`config.mk`:
```
export PLATFORM = sky130hd
export DESIGN_NAME = reg_bus_arbiter
export DESIGN_NICKNAME = d
export VERILOG_FILES = /design/src/rtl/reg_bus_pkg.sv /design/src/rtl/reg_bus_arbiter_rr_pick.sv /design/src/rtl/reg_bus_arbiter.sv
export SDC_FILE = /design/constraint.sdc
export NUM_CORES = 1
export LEC_CHECK = 0
export BUFFER_PORTS_ARGS = -buffer_cell sky130_fd_sc_hd__buf_4
export CAP_MARGIN = 10
export CORE_MARGIN = 5
export CORE_UTILIZATION = 44
export CTS_CLUSTER_DIAMETER = 80
export DETAILED_ROUTE_END_ITERATION = 8
export HOLD_SLACK_MARGIN = 0.06
export PLACE_DENSITY = 0.77
export SLEW_MARGIN = 10
export SYNTH_ARGS = -nofsm -noshare
export SYNTH_HDL_FRONTEND = slang
export SYNTH_SLANG_ARGS = --single-unit
```
`constraint.sdc`:
```
create_clock -name clk -period 1.9 [get_ports clk]
set_clock_uncertainty 0.1 [all_clocks]
set_input_delay 0.19 -clock clk [delete_from_list [all_inputs] [get_ports clk]]
set_output_delay 0.19 -clock clk [all_outputs]
set_load 0.03 [all_outputs]
```
`src/rtl/reg_bus_pkg.sv`:
```
// Shared types and defaults for the tri-state register bus arbiter.
// The bus state encoding is kept to two bits so other bus sequencers can reuse it.
package reg_bus_pkg;

  typedef enum logic [1:0] {
    IDLE  = 2'd0,
    GRANT = 2'd1,
    XFER  = 2'd2,
    TURN  = 2'd3
  } bus_state_t;

  localparam int DEF_NREQ = 4;
  localparam int DEF_NDST = 8;

endpackage

```
`src/rtl/reg_bus_arbiter_rr_pick.sv`:
```
// Combinational round-robin picker: first set request at or after ptr, modulo N.
// Shared with the other bus arbiters in the processor.
module rr_pick #(
  parameter int N  = 4,
  parameter int PW = $clog2(N)
) (
  input  logic [N-1:0]  req,
  input  logic [PW-1:0] ptr,
  output logic          valid,
  output logic [PW-1:0] idx
);

  // cand[gi] is the source index sitting gi places after the pointer.
  logic [PW-1:0] cand [N];
  logic [N-1:0]  rot;

  for (genvar gi = 0; gi < N; gi++) begin : g_rot
    logic [PW:0] sum;
    assign sum       = {1'b0, ptr} + (PW+1)'(gi);
    assign cand[gi]  = (sum >= (PW+1)'(N)) ? PW'(sum - (PW+1)'(N)) : sum[PW-1:0];
    assign rot[gi]   = req[cand[gi]];
  end

  always_comb begin
    valid = |rot;
    idx   = '0;
    // Walk downward so the smallest offset from the pointer wins.
    for (int k = N - 1; k >= 0; k--) begin
      if (rot[k]) idx = cand[k];
    end
  end

endmodule

```
`src/rtl/reg_bus_arbiter.sv`:
```
// Round-robin arbiter and transfer sequencer for the shared tri-state register bus.
// Each transfer is GRANT (settle), XFER (strobe), TURN (bus released) so drivers never overlap.
module reg_bus_arbiter
  import reg_bus_pkg::*;
#(
  parameter int NREQ = DEF_NREQ,
  parameter int NDST = DEF_NDST,
  parameter int DW   = $clog2(NDST)
) (
  input  logic               clk,
  input  logic               clr,
  input  logic [NREQ-1:0]    req,
  input  logic [NREQ*DW-1:0] dst,
  output logic [NREQ-1:0]    oe,
  output logic [NDST-1:0]    write_ctrl,
  output logic [NREQ-1:0]    ack,
  output logic               err,
  output logic               busy
);

  localparam int GW = $clog2(NREQ);

  bus_state_t    state_reg, state_next;
  logic [GW-1:0] ptr_reg, ptr_next;
  logic [GW-1:0] g_reg, g_next;
  logic [DW-1:0] dst_reg, dst_next;

  logic [NREQ-1:0] oe_next;
  logic [NDST-1:0] wc_next;
  logic [NREQ-1:0] ack_next;
  logic            err_next;
  logic            busy_next;

  logic          pick_valid;
  logic [GW-1:0] pick_idx;
  logic [DW-1:0] dst_arr [NREQ];

  for (genvar gi = 0; gi < NREQ; gi++) begin : g_dst
    assign dst_arr[gi] = dst[gi*DW +: DW];
  end

  rr_pick #(
    .N  (NREQ),
    .PW (GW)
  ) u_pick (
    .req   (req),
    .ptr   (ptr_reg),
    .valid (pick_valid),
    .idx   (pick_idx)
  );

  // Next-state: arbitrate only when the bus is free (IDLE or TURN).
  always_comb begin
    state_next = state_reg;
    ptr_next   = ptr_reg;
    g_next     = g_reg;
    dst_next   = dst_reg;
    case (state_reg)
      IDLE, TURN: begin
        if (pick_valid) begin
          state_next = GRANT;
          g_next     = pick_idx;
          dst_next   = dst_arr[pick_idx];
          ptr_next   = (pick_idx == GW'(NREQ - 1)) ? '0 : pick_idx + 1'b1;
        end else begin
          state_next = IDLE;
        end
      end
      GRANT:   state_next = XFER;
      XFER:    state_next = TURN;
      default: state_next = IDLE;
    endcase
  end

  // Outputs are decoded from the next state so the registers line up with the state they describe.
  always_comb begin
    oe_next   = '0;
    wc_next   = '0;
    ack_next  = '0;
    err_next  = 1'b0;
    busy_next = (state_next != IDLE);
    if (state_next == GRANT || state_next == XFER) begin
      oe_next[g_next] = 1'b1;
    end
    if (state_next == XFER) begin
      ack_next[g_next] = 1'b1;
      if ({1'b0, dst_next} < (DW+1)'(NDST)) begin
        wc_next[dst_next] = 1'b1;
      end else begin
        err_next = 1'b1;
      end
    end
  end

  always_ff @(posedge clk or posedge clr) begin
    if (clr) begin
      state_reg  <= IDLE;
      ptr_reg    <= '0;
      g_reg      <= '0;
      dst_reg    <= '0;
      oe         <= '0;
      write_ctrl <= '0;
      ack        <= '0;
      err        <= 1'b0;
      busy       <= 1'b0;
    end else begin
      state_reg  <= state_next;
      ptr_reg    <= ptr_next;
      g_reg      <= g_next;
      dst_reg    <= dst_next;
      oe         <= oe_next;
      write_ctrl <= wc_next;
      ack        <= ack_next;
      err        <= err_next;
      busy       <= busy_next;
    end
  end

endmodule
```
Yosys cells after proc, flatten, opt, wreduce, memory -nomap -nowiden
Cells that the tools add are included.
{"block": "classes", "addsub": 8, "multipliers": 0, "n_div": 0, "n_lt_le_gt_ge": 13, "eq_ne": 6, "shifts": 0, "mux": 33, "bitwise_logic": 1, "n_reduce_logical": 8}
{"cell": "2-bit 2-to-1 mux", "n": 11}
{"cell": "2-bit by 3-bit less-than comparator with 1-bit output, second input constant", "n": 5}
{"cell": "3-bit greater-or-equal comparator, second input constant", "n": 4}
{"cell": "3-bit 2-to-1 mux", "n": 4}
{"cell": "1-bit binary-select mux with 2-bit select", "n": 4}
{"cell": "2-bit == test, second input constant", "n": 4}
{"cell": "4-bit 2-to-1 mux", "n": 2}
{"cell": "8-bit 2-to-1 mux", "n": 1}
{"cell": "2-bit by 1-bit subtractor with 2-bit output, second input constant", "n": 4}
{"cell": "1-bit 2-to-1 mux", "n": 7}
{"cell": "2-bit by 2-bit adder with 3-bit output, second input constant", "n": 2}
{"cell": "3-bit binary-select mux with 2-bit select", "n": 1}
{"cell": "2-bit one-hot mux with 3 select lines", "n": 1}
{"cell": "2-bit by 1-bit == test with 1-bit output, second input constant", "n": 2}
{"cell": "3-bit by 4-bit less-than comparator with 1-bit output, second input constant", "n": 1}
{"cell": "4-bit OR reduction", "n": 1}
{"cell": "2-bit by 1-bit adder with 3-bit output, second input constant", "n": 1}
{"cell": "1-bit demux with 3-bit select", "n": 1}
{"cell": "2-bit by 3-bit greater-or-equal comparator with 1-bit output, second input constant", "n": 1}
{"cell": "3-bit by 1-bit greater-or-equal comparator with 1-bit output, second input constant", "n": 1}
{"cell": "2-bit NOT with 3-bit output", "n": 1}
{"cell": "2-bit by 1-bit adder with 2-bit output, second input constant", "n": 1}
{"cell": "1-bit demux with 2-bit select", "n": 1}
{"cell": "2-bit by 1-bit greater-or-equal comparator with 1-bit output, second input constant", "n": 1}
{"cell": "other kinds (6)", "n": 7}
{"block": "totals", "reg_bits": 26, "latchBits": 0, "ram_bits": 0, "mem_bits_ro": 0, "inputBits": 18, "elab_cells": 77, "mem_count": 0}

Logic depth before layout (Yosys ltp)
Gate-level depths: netlist of the first run.
{"block": "depth", "depth_word": 20, "depth_mapped": 8, "ltp_nobuf": 8}

Hierarchy
A second synthesis of the first run with hierarchy kept.
{"block": "hier_totals", "cells_unflattened": 89, "area_unflattened_um2": 1129.8}
{"module": "reg_bus_arbiter", "instances": 1, "cells_each": 76, "area_each_um2": 1052.3, "seq_area_each_um2": 650.6}
{"module": "rr_pick", "instances": 1, "cells_each": 13, "area_each_um2": 77.6, "seq_area_each_um2": 0.0}

Least setup slack after synthesis of the first run
No wires, ideal clock.
{"block": "synth_timing", "path_kind": "register -> register", "start": "register state_reg[0]", "end": "register write_ctrl[4]", "t_arrival_ns": 1.697, "t_required_ns": 1.714, "setup_slack_ns": 0.017, "path_stages_with_launch": 9, "n_path_buf": 0, "path_cell_list": "dfrtp_1 -> inv_1 -> ha_1 -> inv_1 -> nor2_1 -> and3_2 -> o211ai_2 -> a21bo_2 -> nor3_1"}
{"block": "synth_via", "elab_cells_between_ends": 14, "cone_classes": "2 x order compare; 4 x eq/ne; 5 x mux; 3 x reduce/logical"}
{"item": "from (decl)", "line": "reg_bus_arbiter.sv:23", "rtl": "bus_state_t state_reg, state_next;"}
{"item": "from (signal assigned)", "line": "reg_bus_arbiter.sv:107", "rtl": "state_reg <= state_next;"}
{"item": "2-bit == test / 2-bit zero test (equally long branches)", "line": "reg_bus_arbiter.sv:58", "rtl": "case (state_reg)"}
{"item": "2-bit OR reduction", "line": "reg_bus_arbiter.sv:58"}
{"item": "2-bit one-hot mux with 3 select lines (*)", "line": "reg_bus_arbiter.sv:58"}
{"item": "named net state_next[1]", "line": "reg_bus_arbiter.sv:23"}
{"item": "2-bit == test (*)", "line": "reg_bus_arbiter.sv:85", "rtl": "if (state_next == XFER) begin"}
{"item": "8-bit 2-to-1 mux (*)", "line": "reg_bus_arbiter.sv:85"}
{"item": "named net wc_next[4]", "line": "reg_bus_arbiter.sv:29", "rtl": "logic [NDST-1:0] wc_next;"}
{"item": "to (signal assigned)", "line": "reg_bus_arbiter.sv:112", "rtl": "write_ctrl <= wc_next;"}
{"item": "to (decl)", "line": "reg_bus_arbiter.sv:15", "rtl": "output logic [NDST-1:0] write_ctrl,"}
The timed path passes the listed nets; every way through them passes the cells marked *.
A chain may end at the register's enable or synchronous reset.

Worst setup path in the final report of the first run
{"block": "layout_timing", "start": "register ptr_reg[1]", "end": "register write_ctrl[4]"}
{"block": "layout_via", "elab_chain_cells": 20, "elab_cells_between_ends": 43, "cone_classes": "7 x add/sub; 6 x order compare; 1 x eq/ne; 26 x mux; 1 x bitwise; 2 x reduce/logical"}
{"item": "from (decl)", "line": "reg_bus_arbiter.sv:24", "rtl": "logic [GW-1:0] ptr_reg, ptr_next;"}
{"item": "from (signal assigned)", "line": "reg_bus_arbiter.sv:108", "rtl": "ptr_reg <= ptr_next;"}
{"item": "2-bit by 2-bit adder with 3-bit output", "line": "reg_bus_arbiter_rr_pick.sv:19", "rtl": "assign sum = {1'b0, ptr} + (PW+1)'(gi);"}
{"item": "3-bit greater-or-equal comparator / 2-bit by 1-bit subtractor with 2-bit output (equally long branches)", "line": "reg_bus_arbiter_rr_pick.sv:20", "rtl": "assign cand[gi] = (sum >= (PW+1)'(N)) ? PW'(sum - (PW+1)'(N)) : sum[PW-1:0];"}
{"item": "2-bit 2-to-1 mux", "line": "reg_bus_arbiter_rr_pick.sv:20"}
{"item": "1-bit binary-select mux with 2-bit select", "line": "reg_bus_arbiter_rr_pick.sv:21", "rtl": "assign rot[gi] = req[cand[gi]];"}
{"item": "1-bit 2-to-1 mux (not written as such)", "line": "reg_bus_arbiter_rr_pick.sv:21"}
{"item": "2-bit 2-to-1 mux (4 in series)", "line": "reg_bus_arbiter_rr_pick.sv:29", "rtl": "if (rot[k]) idx = cand[k];"}
{"item": "2-bit NOT with 3-bit output (not written as such)", "line": "reg_bus_arbiter.sv:63", "rtl": "dst_next = dst_arr[pick_idx];"}
{"item": "3-bit binary-select mux with 2-bit select", "line": "reg_bus_arbiter.sv:63"}
{"item": "3-bit 2-to-1 mux (not written as such) (2 in series)", "line": "reg_bus_arbiter.sv:63"}
{"item": "3-bit 2-to-1 mux", "line": "reg_bus_arbiter.sv:60", "rtl": "if (pick_valid) begin"}
{"item": "3-bit 2-to-1 mux", "line": "reg_bus_arbiter.sv:58"}
{"item": "3-bit by 4-bit less-than comparator with 1-bit output (not written as such) / 3-bit by 1-bit greater-or-equal comparator with 1-bit output (equally long branches)", "line": "reg_bus_arbiter.sv:88", "rtl": "wc_next[dst_next] = 1'b1;"}
{"item": "1-bit logical AND (not written as such)", "line": "reg_bus_arbiter.sv:88"}
{"item": "1-bit 2-to-1 mux (not written as such)", "line": "reg_bus_arbiter.sv:88"}
{"item": "1-bit demux with 3-bit select", "line": "reg_bus_arbiter.sv:88"}
{"item": "8-bit 2-to-1 mux (*)", "line": "reg_bus_arbiter.sv:85"}
{"item": "named net wc_next[4]", "line": "reg_bus_arbiter.sv:29"}
The timed path passes the listed nets; every way through them passes the cells marked *. The select of a mux whose other input is x is not followed.

==> results of run 1 <==
## metal layers
layer,vias to the layer above,global-route usage
met4,0,0.0650
li1,496,-
met3,6,0.0147
met1,508,0.221
met2,36,0.293
met5,-,0
## power groups by stage
stage / Combinational [mW] / Sequential (mW) / Clock [mW]
CTS: 1.95 / 0.873 / 0.384
global placement: 1.56 / 0.863 / 0
finish: 2.59 / 0.886 / 0.381
floorplan: 0.842 / 1.09 / 0
global route: 2.77 / 0.905 / 0.413
detailed placement: 1.60 / 0.875 / 0
## logic make-up after synthesis
logic type,share of synthesized area
AND/OR/NAND/NOR,0.200
flip-flops,0.562
AO/OA/AOI/OAI,0.144
buffers and inverters,0.0357
multiplexers,0.0259
adder cells (fa/ha/maj),0.0216
other,0.00324
XOR/XNOR,0.00757
## stage by stage
stage | cells | setup TNS (ns)
after floorplan | 110 | 0
after global placement | 179 | -0.0376
after detailed placement | 179 | -0.412
after CTS | 193 | -0.241
after global routing | 201 | -1.49
final | 201 | -0.826
## worst max-delay path, stage by stage, from the launching register on
cell and delay (ns):
dfrtp_1 0.44, buf_6 0.14, nor3b_4 0.23, a21o_4 0.18, o21ai_0 0.09, and3_1 0.22, a211o_4 0.32, nor3_1 0.25
## repair_timing
item | 4_1_cts | 5_1_grt
gates resized for setup | 19 | 28
hold buffers | 2 | 0
buffers inserted | 8 | 8
endpoints found under the hold margin | 27 | 0
setup endpoints to repair | 12 | 14
pin swaps | 7 | 16
## cell usage after synthesis (all sizes together) (2+ instances only)
library cell,number
mux2i,3
nor3,8
a21oi,5
nand2,10
nor2b,2
inv,9
a21boi,2
nand3,4
and3,3
a21o,2
ha,2
dfrtp,26
o21ai,5
a211o,2
nor2,14
## worst max path at each step
stage	startpoint	end	slack (ns)	depth (start not counted)
finish	ptr_reg[1]	write_ctrl[4]	-0.17	7
global route	ptr_reg[1]	write_ctrl[4]	-0.23	7
CTS	ptr_reg[1]	write_ctrl[3]	-0.06	7
detailed placement	state_reg[0]	write_ctrl[6]	-0.08	8
global placement	ptr_reg[1]	write_ctrl[0]	-0.01	7
floorplan	state_reg[0]	write_ctrl[4]	0.02	8
## placed cells by master (no fill, tap or decap), types with 2 or more instances in the layout
| master | count |
|---|---|
| nand2_1 | 9 |
| a21oi_4 | 3 |
| a21oi_1 | 2 |
| buf_6 | 5 |
| nor2_1 | 11 |
| nor2b_1 | 2 |
| o21ai_0 | 2 |
| buf_4 | 51 |
| inv_1 | 5 |
| and3_4 | 2 |
| clkbuf_4 | 3 |
| o21ai_2 | 2 |
| a211o_4 | 2 |
| dlygate4sd3_1 | 2 |
| nor3_2 | 7 |
| inv_2 | 2 |
| dfrtp_1 | 25 |
| nand3_1 | 2 |
| mux2i_1 | 2 |
## layout make-up
type                            instances  area (um^2)
Multi-Input combinational cell         74          653
Sequential cell                        26          652
Fill cell                             157          604
Timing Repair Buffer                   58          459
Inverter                                9         41.3
Tap cell                               30         37.5
Clock inverter                          1         30.0
Clock buffer                            3         22.5
==> reports/results.txt, run 1 <==
status: finished with violations
violated checks: negative setup slack
Max Used Layer: met4
Mapped Avg Cell Area: 10.5 um^2
gr usage total: 0.170
netlist area before placement: 1160 um^2
synth top area cells: dfrtp_1 (56%), nor2_1 (4.2%), nor3_1 (3.5%)
Worst slew margin: 0.655
Finished Core Util: 0.758
Required @ worst endpoint: 2.04 ns
P_sw: 1.70 mW
Starting Density: 0.463
Vias/cell: 5.20
Worst Tran Pin Value: 0.513 ns
Routed WL: 3.40 mm
Worst-path clk slew: 0.14 ns
endpoint class of the critical path: flop
WP data arrival: 2.21 ns
Hold Path Class: in2reg
first-pass GRT wire length: 4.63 mm
final instance area: 1900 um^2
Post-Syn Instances: 110
CTS Sinks: 26
pre-CTS WS: -0.0785 ns
Yosys top cell by area: dfrtp_1
FF-to-FF Start: ptr_reg[1]
input/output buffers: 34
gr ovfl total: 0
P_leak: 0.922 nW
sequential fraction of the synthesis area: 0.562
met3 routed WL: 138 um
Fmax achieved: 0.483 GHz
cts bufs inserted: 3
Clock Power Share: 0.099
antenna fix cells: 0
Die ar.: 3760 um^2
num rows: 18
Post-synth ARST share: 1.00
clock tree buffer depth: 2
IR drop worst, VDD: 0.00147 V
r2r setup slk: -0.17 ns
Reg with most FFs: write_ctrl
initial antenna violation count: 0
Slew Viols, Final: 0
Most used DFF post-synth: dfrtp_1
hold_sp: dst[6]
worst hold slack: 0.226 ns
initial drt markers: 33
Int Pwr: 2.15 mW
final worst-path cycle share: 1.09
# DRC: 0
dpl hpwl: 2.03 mm
total number of vias: 1046
Syn Nets: 130
Final Net Count: 192
#FFs+latches synth: 26
number of flip-flops in the largest register: 8
largest net degree at the start of global routing: 27
WS Path Type: reg2reg
clk root buf: clkbuf_4
share of layout cells above drive strength 1: 0.561
Register-to-Register Path Depth: 7
power share of the combinational group: 0.671
type of origin of the critical path: flop
number of flops mapped to enable cells by yosys: 0
Metal-1 WL: 1.40 mm
final hold vios: 0
chip width: 61.3 um
vias in the first global route: 1032
switching share of power: 0.442
Worst Path Max Fanout: 6
WHS Endpoint: dst_reg[0]
Die Y: 61.3 um
max-cap violations: 0
routed wl met2: 1.80 mm
Top Registers: write_ctrl: 8 flops, ack: 4 flops, oe: 4 flops
Final Setup Violations: 10
smallest setup slack after layout: -0.172 ns
CTS tree: built
sequential power share: 0.230
core area: 2500 um^2
Yosys warnings: 0
RSZ-0062 raised after global routing: yes
min Tclk post-route: 2.07 ns
WL/cell: 16.9 um
Distinct cells, synth: 33
Area Growth Syn to Fin: 63.8%
H-tree lvl count: 1
Worst R2R End: write_ctrl[4]
DR pass1 iterations: 6
Design Power: 3.85 mW
Ports: 36
worst-skew pair later-pin latency: 0.33 ns
top-area cell type share of the netlist area: 0.562
post-route ant nets: 0
GP Congestion: 0.854
Hold Path Cell Cnt: 4
placed cell areas: 1490 um^2
pwr dens: 2030 nW/um^2
No activity file was read; power rests on OpenSTA's default activity.
==> inputs of run 2 (changes only) <==
--- a/config.mk
+++ b/config.mk
@@ -5,14 +5,15 @@
 export SDC_FILE = /design/constraint.sdc
 export NUM_CORES = 1
 export LEC_CHECK = 0
+export ABC_AREA = 1
 export BUFFER_PORTS_ARGS = -buffer_cell sky130_fd_sc_hd__buf_4
 export CAP_MARGIN = 10
 export CORE_MARGIN = 5
-export CORE_UTILIZATION = 44
-export CTS_CLUSTER_DIAMETER = 80
+export CORE_UTILIZATION = 46
+export CTS_CLUSTER_DIAMETER = 40
 export DETAILED_ROUTE_END_ITERATION = 8
 export HOLD_SLACK_MARGIN = 0.06
-export PLACE_DENSITY = 0.77
+export PLACE_DENSITY = 0.78
 export SLEW_MARGIN = 10
 export SYNTH_ARGS = -nofsm -noshare
 export SYNTH_HDL_FRONTEND = slang
==> reports/results.txt, run 2 <==
RSZ-0062 raised after global routing: yes (unchanged)
# DRC: 0 (unchanged)
Most used DFF post-synth: dfrtp_1 (unchanged)
initial drt markers: 68 (was 33)
core area: 2730 um^2 (was 2500 um^2)
status: finished with violations (unchanged)
WS Path Type: reg2reg (unchanged)
CTS Sinks: 26 (unchanged)
Post-Syn Instances: 161 (was 110)
WP buf/inv: 5 (was 1)
antenna fix cells: 0 (unchanged)
max-cap violations: 0 (unchanged)
sequential fraction of the synthesis area: 0.500 (was 0.562)
gr ovfl total: 0 (unchanged)
number of flip-flops in the largest register: 8 (unchanged)
Mapped Avg Cell Area: 8.08 um^2 (was 10.5 um^2)
Die Y: 63.2 um (was 61.3 um)
type of origin of the critical path: flop (unchanged)
Worst Path Max Fanout: 8 (was 6)
smallest setup slack after layout: -0.215 ns (was -0.172 ns)
most frequent cells in the layout: buf_4 (49), nand2_1 (25), dfrtp_1 (25) (was buf_4 (51), dfrtp_1 (25), nor2_1 (11))
H-tree lvl count: 1 (unchanged)
largest net degree at the start of global routing: 27 (unchanged)
Filler cells: 178 (was 157)
Distinct cells, synth: 23 (was 33)
FF-to-FF Start: ptr_reg[0] (was ptr_reg[1])
worst-skew pair later-pin latency: 0.32 ns (was 0.33 ns)
violated checks: negative setup slack (unchanged)
share of layout cells above drive strength 1: 0.559 (was 0.561)
routed wl met2: 2.04 mm (was 1.80 mm)
Slew Viols, Final: 0 (unchanged)
Yosys warnings: 0 (unchanged)
Reg with most FFs: write_ctrl (unchanged)
WP data arrival: 2.25 ns (was 2.21 ns)
commonest non-fill, non-tap cell in the layout: buf_4 (unchanged)
num rows: 19 (was 18)
crit path launch: ptr_reg[0] (was ptr_reg[1])
Starting Density: 0.476 (was 0.463)
Fmax achieved: 0.473 GHz (was 0.483 GHz)
total number of vias: 1274 (was 1046)
DR pass1 iterations: 4 (was 6)
endpoint class of the critical path: flop (unchanged)
final hold vios: 0 (unchanged)
Hold Path Class: in2reg (unchanged)
met3 routed WL: 135 um (was 138 um)
Die ar.: 3990 um^2 (was 3760 um^2)
cts bufs inserted: 3 (unchanged)
final worst-path cycle share: 1.11 (was 1.09)
Routed WL: 3.51 mm (was 3.40 mm)
min Tclk post-route: 2.11 ns (was 2.07 ns)
first-pass GRT wire length: 5.40 mm (was 4.63 mm)
gr usage total: 0.168 (was 0.170)
#FFs+latches synth: 26 (unchanged)
Syn Nets: 181 (was 130)
number of flops mapped to enable cells by yosys: 0 (unchanged)
Max Used Layer: met4 (unchanged)
Worst R2R End: write_ctrl[0] (was write_ctrl[4])
Area Growth Syn to Fin: 56.5% (was 63.8%)
Ports: 36 (unchanged)
Top Registers: write_ctrl: 8 flops, ack: 4 flops, oe: 4 flops (unchanged)
r2r setup slk: -0.21 ns (was -0.17 ns)
vias in the first global route: 1302 (was 1032)
input/output buffers: 34 (unchanged)
Metal-1 WL: 1.30 mm (was 1.40 mm)
GP Congestion: 0.783 (was 0.854)
netlist area before placement: 1300 um^2 (was 1160 um^2)
Final Net Count: 241 (was 192)
dpl hpwl: 2.30 mm (was 2.03 mm)
Register-to-Register Path Depth: 15 (was 7)
top-area cell type share of the netlist area: 0.500 (was 0.562)
critical-path cell list: clkinv_4 -> nand2_4 -> nand3_4 -> nand2_2 -> inv_2 -> nand4_1 -> or2_1 -> inv_2 -> nor2_4 -> buf_6 -> nand3_4 -> nand2_4 -> inv_4 -> nand2_2 -> nor2_1 (was buf_6 -> nor3b_4 -> a21o_4 -> o21ai_0 -> and3_1 -> a211o_4 -> nor3_1)
hold_sp: dst[4] (was dst[6])
Final Setup Violations: 23 (was 10)
Post-synth ARST share: 1.00 (unchanged)
chip width: 63.2 um (was 61.3 um)
synth top area cells: dfrtp_1 (50%), nand2_1 (14%), nand3_1 (7.3%) (was dfrtp_1 (56%), nor2_1 (4.2%), nor3_1 (3.5%))
Vias/cell: 5.08 (was 5.20)
post-route ant nets: 0 (unchanged)
clock tree buffer depth: 2 (unchanged)
clk root buf: clkbuf_4 (unchanged)
Hold Path Cell Cnt: 6 (was 4)
top post-synthesis cells by count: nand2_1 (47), dfrtp_1 (26), nand3_1 (19) (was dfrtp_1 (26), nor2_1 (13), nand2_1 (10))
initial antenna violation count: 0 (unchanged)
setup_tns: -3.71 ns (was -0.826 ns)
count leader, synth: nand2_1 (was dfrtp_1)
Required @ worst endpoint: 2.04 ns (about the same)
CTS tree: built (unchanged)
Worst-path clk slew: 0.14 ns (about the same)
WL/cell: 14.0 um (was 16.9 um)
CP top delay family: simple AND/OR/NAND/NOR gates (unchanged)
Largest stage delay, worst path: 0.49 ns (was 0.44 ns)
Yosys top cell by area: dfrtp_1 (unchanged)
Slowest cell on crit path: dfrtp_2 (was dfrtp_1)
WHS Endpoint: dst_reg[1] (was dst_reg[0])
run 2: cell count changes after synthesis, moves of 3 or more:
cell     before  now
nand3_1       4   19
nand2_2       0    7
nor3_1        8    2
inv_1         6   18
nor2_1       13   16
a21oi_1       3    0
mux2i_1       3    0
nand2_1      10   47
run 2: worst max-delay path by stage:
stage                          endpoint  slack, ns  depth (start not counted)
after floorplan           write_ctrl[0]      0.003                         15
after global placement    write_ctrl[1]      -0.16                         14
after detailed placement          oe[1]      -0.22                         13
after CTS                        ack[2]      -0.11                         14
after global routing      write_ctrl[0]      -0.35                         14
final                     write_ctrl[0]      -0.21                         15
run 2: routing by layer:
layer / vias to the layer above / global-route usage
met2: 24 / 0.332
li1: 613 / -
met5: - / 0
met3: 4 / 0.0497
met4: 0 / 0.0519
met1: 633 / 0.163
run 2: cells by family (layout without fill, tap and decap cells):
| family | after synthesis | count (layout) | share of synthesized area |
|---|---|---|---|
| flip-flops | 26 | 26 | 0.500 |
| adder cells (fa/ha/maj) | 2 | 2 | 0.0192 |
| buffers and inverters | 25 | 84 | 0.0904 |
| other | 1 | 1 | 0.00288 |
| AND/OR/NAND/NOR | 100 | 100 | 0.353 |
| AO/OA/AOI/OAI | 7 | 7 | 0.0346 |
run 2: tightest hold or removal path, delay by kind of cell:
kind | cells | cell delay (ns)
buffers and inverters | 2 | 0.20
and+or+nand+nor | 4 | 0.35
run 2: metrics by stage:
step	util	hold WS, ns	cell area, um^2	worst slack, ns	std cells
finish	0.745	0.324	2040	-0.215	251
global route	0.745	0.321	2040	-0.352	251
CTS	0.672	0.147	1840	-0.109	247
detailed placement	0.610	0.170	1670	-0.224	236
global placement	0.610	0.156	1670	-0.163	236
floorplan	-	0.130	1310	0.00329	161
run 2: final cells by class:
class                   instances  area (um^2)  share of cell area
inverters                      22         92.6              0.0455
multi-input cells             110          733               0.360
well taps                      31         38.8              0.0190
clock buffers                   3         22.5              0.0111
repair buffers                 58          468               0.230
flip-flops and latches         26          652               0.320
clock inverters                 1         30.0              0.0147
run 2: what timing repair did:
action                                  4_1_cts  5_1_grt
pin swaps                                    12       17
gates resized for setup                      21       50
hold buffers                                  1        0
endpoints found under the hold margin        26        0
endpoints found under the setup margin       23       24
gates cloned                                  0        0
setup buffers                                 6        5
Power of run 2 is not shown: default switching activity piles up to over one toggle a cycle in this logic, so the estimate is an artifact.
==> inputs of run 3 (changes only) <==
--- a/config.mk
+++ b/config.mk
@@ -9,12 +9,14 @@
 export BUFFER_PORTS_ARGS = -buffer_cell sky130_fd_sc_hd__buf_4
 export CAP_MARGIN = 10
 export CORE_MARGIN = 5
-export CORE_UTILIZATION = 46
+export CORE_UTILIZATION = 48
+export CTS_BUF_LIST = sky130_fd_sc_hd__clkbuf_8
 export CTS_CLUSTER_DIAMETER = 40
 export DETAILED_ROUTE_END_ITERATION = 8
 export HOLD_SLACK_MARGIN = 0.06
-export PLACE_DENSITY = 0.78
+export PLACE_DENSITY = 0.81
 export SLEW_MARGIN = 10
 export SYNTH_ARGS = -nofsm -noshare
 export SYNTH_HDL_FRONTEND = slang
+export SYNTH_HIERARCHICAL = 1
 export SYNTH_SLANG_ARGS = --single-unit
==> reports/results.txt, run 3 <==
Die Y: 62.7 um (was 63.2 um)
gr usage total: 0.162 (was 0.168)
core area: 2710 um^2 (was 2730 um^2)
Starting Density: 0.492 (was 0.476)
total number of vias: 1251 (was 1274)
WP data arrival: 2.12 ns (was 2.25 ns)
Slew Viols, Final: 0 (unchanged)
synth top area cells: dfrtp_1 (49%), nand2_1 (12%), inv_1 (7.0%) (was dfrtp_1 (50%), nand2_1 (14%), nand3_1 (7.3%))
Final Setup Violations: 20 (was 23)
status: finished with violations (unchanged)
cts bufs inserted: 3 (unchanged)
Yosys top cell by area: dfrtp_1 (unchanged)
Routed WL: 3.45 mm (was 3.51 mm)
first-pass GRT wire length: 5.22 mm (was 5.40 mm)
Ports: 36 (unchanged)
top-area cell type share of the netlist area: 0.488 (was 0.500)
Die ar.: 3930 um^2 (was 3990 um^2)
#FFs+latches synth: 26 (unchanged)
CP top delay family: simple AND/OR/NAND/NOR gates (unchanged)
post-route ant nets: 0 (unchanged)
Final Net Count: 249 (was 241)
num rows: 19 (unchanged)
worst hold slack: 0.200 ns (was 0.324 ns)
vias in the first global route: 1192 (was 1302)
worst-skew pair later-pin latency: 0.27 ns (was 0.32 ns)
final hold vios: 0 (unchanged)
Reg with most FFs: write_ctrl (unchanged)
dpl hpwl: 2.13 mm (was 2.30 mm)
WP buf/inv: 3 (was 5)
number of flip-flops in the largest register: 8 (unchanged)
number of flops mapped to enable cells by yosys: 0 (unchanged)
Area Growth Syn to Fin: 53.8% (was 56.5%)
Largest stage delay, worst path: 0.46 ns (was 0.49 ns)
Worst Path Max Fanout: 6 (was 8)
initial drt markers: 57 (was 68)
Mapped Avg Cell Area: 7.94 um^2 (was 8.08 um^2)
gr ovfl total: 0 (unchanged)
Vias/cell: 4.87 (was 5.08)
top post-synthesis cells by count: nand2_1 (43), dfrtp_1 (26), inv_1 (25) (was nand2_1 (47), dfrtp_1 (26), nand3_1 (19))
most frequent cells in the layout: buf_4 (50), nand2_2 (28), dfrtp_1 (25) (was buf_4 (49), nand2_1 (25), dfrtp_1 (25))
critical-path cell list: buf_6 -> o21ai_4 -> nand2_2 -> nand3_2 -> nand2_2 -> nand2_2 -> nand2_4 -> buf_6 -> buf_4 -> ha_1 -> nand2_1 -> nand2_1 (was clkinv_4 -> nand2_4 -> nand3_4 -> nand2_2 -> inv_2 -> nand4_1 -> or2_1 -> inv_2 -> nor2_4 -> buf_6 -> nand3_4 -> nand2_4 -> inv_4 -> nand2_2 -> nor2_1)
Top Registers: write_ctrl: 8 flops, ack: 4 flops, oe: 4 flops (unchanged)
chip width: 62.7 um (was 63.2 um)
GP Congestion: 0.809 (was 0.783)
clock tree buffer depth: 2 (unchanged)
share of layout cells above drive strength 1: 0.575 (was 0.559)
smallest setup slack after layout: -0.158 ns (was -0.215 ns)
violated checks: negative setup slack (unchanged)
largest net degree at the start of global routing: 27 (unchanged)
max-cap violations: 0 (unchanged)
endpoint class of the critical path: flop (unchanged)
final worst-path cycle share: 1.08 (was 1.11)
CTS Sinks: 26 (unchanged)
Most used DFF post-synth: dfrtp_1 (unchanged)
min Tclk post-route: 2.06 ns (was 2.11 ns)
Hold Path Class: in2reg (unchanged)
commonest non-fill, non-tap cell in the layout: buf_4 (unchanged)
# DRC: 0 (unchanged)
RSZ-0062 raised after global routing: yes (unchanged)
WL/cell: 13.4 um (was 14.0 um)
H-tree lvl count: 1 (unchanged)
DR pass1 iterations: 4 (unchanged)
CTS tree: built (unchanged)
WS Path Type: reg2reg (unchanged)
sequential fraction of the synthesis area: 0.488 (was 0.500)
Distinct cells, synth: 23 (unchanged)
Fmax achieved: 0.486 GHz (was 0.473 GHz)
clk root buf: clkbuf_8 (was clkbuf_4)
Yosys warnings: 6 (was 0)
Post-Syn Instances: 168 (was 161)
Syn Nets: 190 (was 181)
type of origin of the critical path: flop (unchanged)
Slowest cell on crit path: dfrtp_2 (unchanged)
netlist area before placement: 1330 um^2 (was 1300 um^2)
Required @ worst endpoint: 1.96 ns (was 2.04 ns)
count leader, synth: nand2_1 (unchanged)
Post-synth ARST share: 1.00 (unchanged)
input/output buffers: 34 (unchanged)
initial antenna violation count: 0 (unchanged)
Worst-path clk slew: 0.08 ns (was 0.14 ns)
antenna fix cells: 0 (unchanged)
cell mode on critical path: nand2_2
-- run 3: final timing paths --
path                            start            end  slack (ns)  cells past startpoint
max in group asynchronous         clr     ptr_reg[0]        0.98                      4
setup reg to reg           ptr_reg[0]     ptr_reg[1]       -0.16                     12
min in group asynchronous         clr  write_ctrl[1]        0.45                      4
hold / removal                 dst[8]     dst_reg[2]        0.20                      5
setup / recovery           ptr_reg[0]     ptr_reg[1]       -0.16                     12
hold reg to reg              g_reg[1]       g_reg[1]        0.47                      2
-- run 3: worst min-delay path: cells and delay by family --
kind                   cells  cell delay [ns]
and+or+nand+nor            4             0.25
buffers and inverters      1             0.08
-- run 3: timing repair --
item,4_1_cts,5_1_grt
pin swaps,15,14
hold buffers,1,0
hold endpoints to repair,26,0
gates resized for setup,32,35
endpoints found under the setup margin,20,23
setup buffers,5,0
-- run 3: cell type report --
class	instances	area (um^2)
clock buffers	4	55.1
fillers	180	659
inverters	31	124
multi-input cells	109	739
flip-flops and latches	26	652
well taps	31	38.8
repair buffers	56	442
-- run 3: routing by layer --
metal | share of wire | GRT usage
met1 | 0.39 | 0.201
met5 | 0 | 0
met3 | 0.049 | 0.0522
met4 | 0.021 | 0.0345
met2 | 0.53 | 0.273
-- run 3: cell families after synthesis --
kind of cell	after synthesis	share of synthesized area
AOI/OAI and AO/OA	8	0.0385
adders and majority gates	4	0.0375
buffers and inverters	33	0.103
DFF	26	0.488
other	1	0.00281
and+or+nand+nor	96	0.330
-- run 3: stage by stage --
step	instances	TNS (ns)	area (um^2)	setup WS (ns)	util
2_1_floorplan	168	0	1340	0.0448	-
3_3_place_gp	247	-0.659	1730	-0.0655	0.639
3_5_place_dp	247	-1.57	1730	-0.126	0.639
4_1_cts	257	-1.05	1940	-0.105	0.717
5_1_grt	257	-4.71	2050	-0.287	0.757
6_report	257	-1.85	2050	-0.158	0.757
Power of run 3 is left out for the same reason.
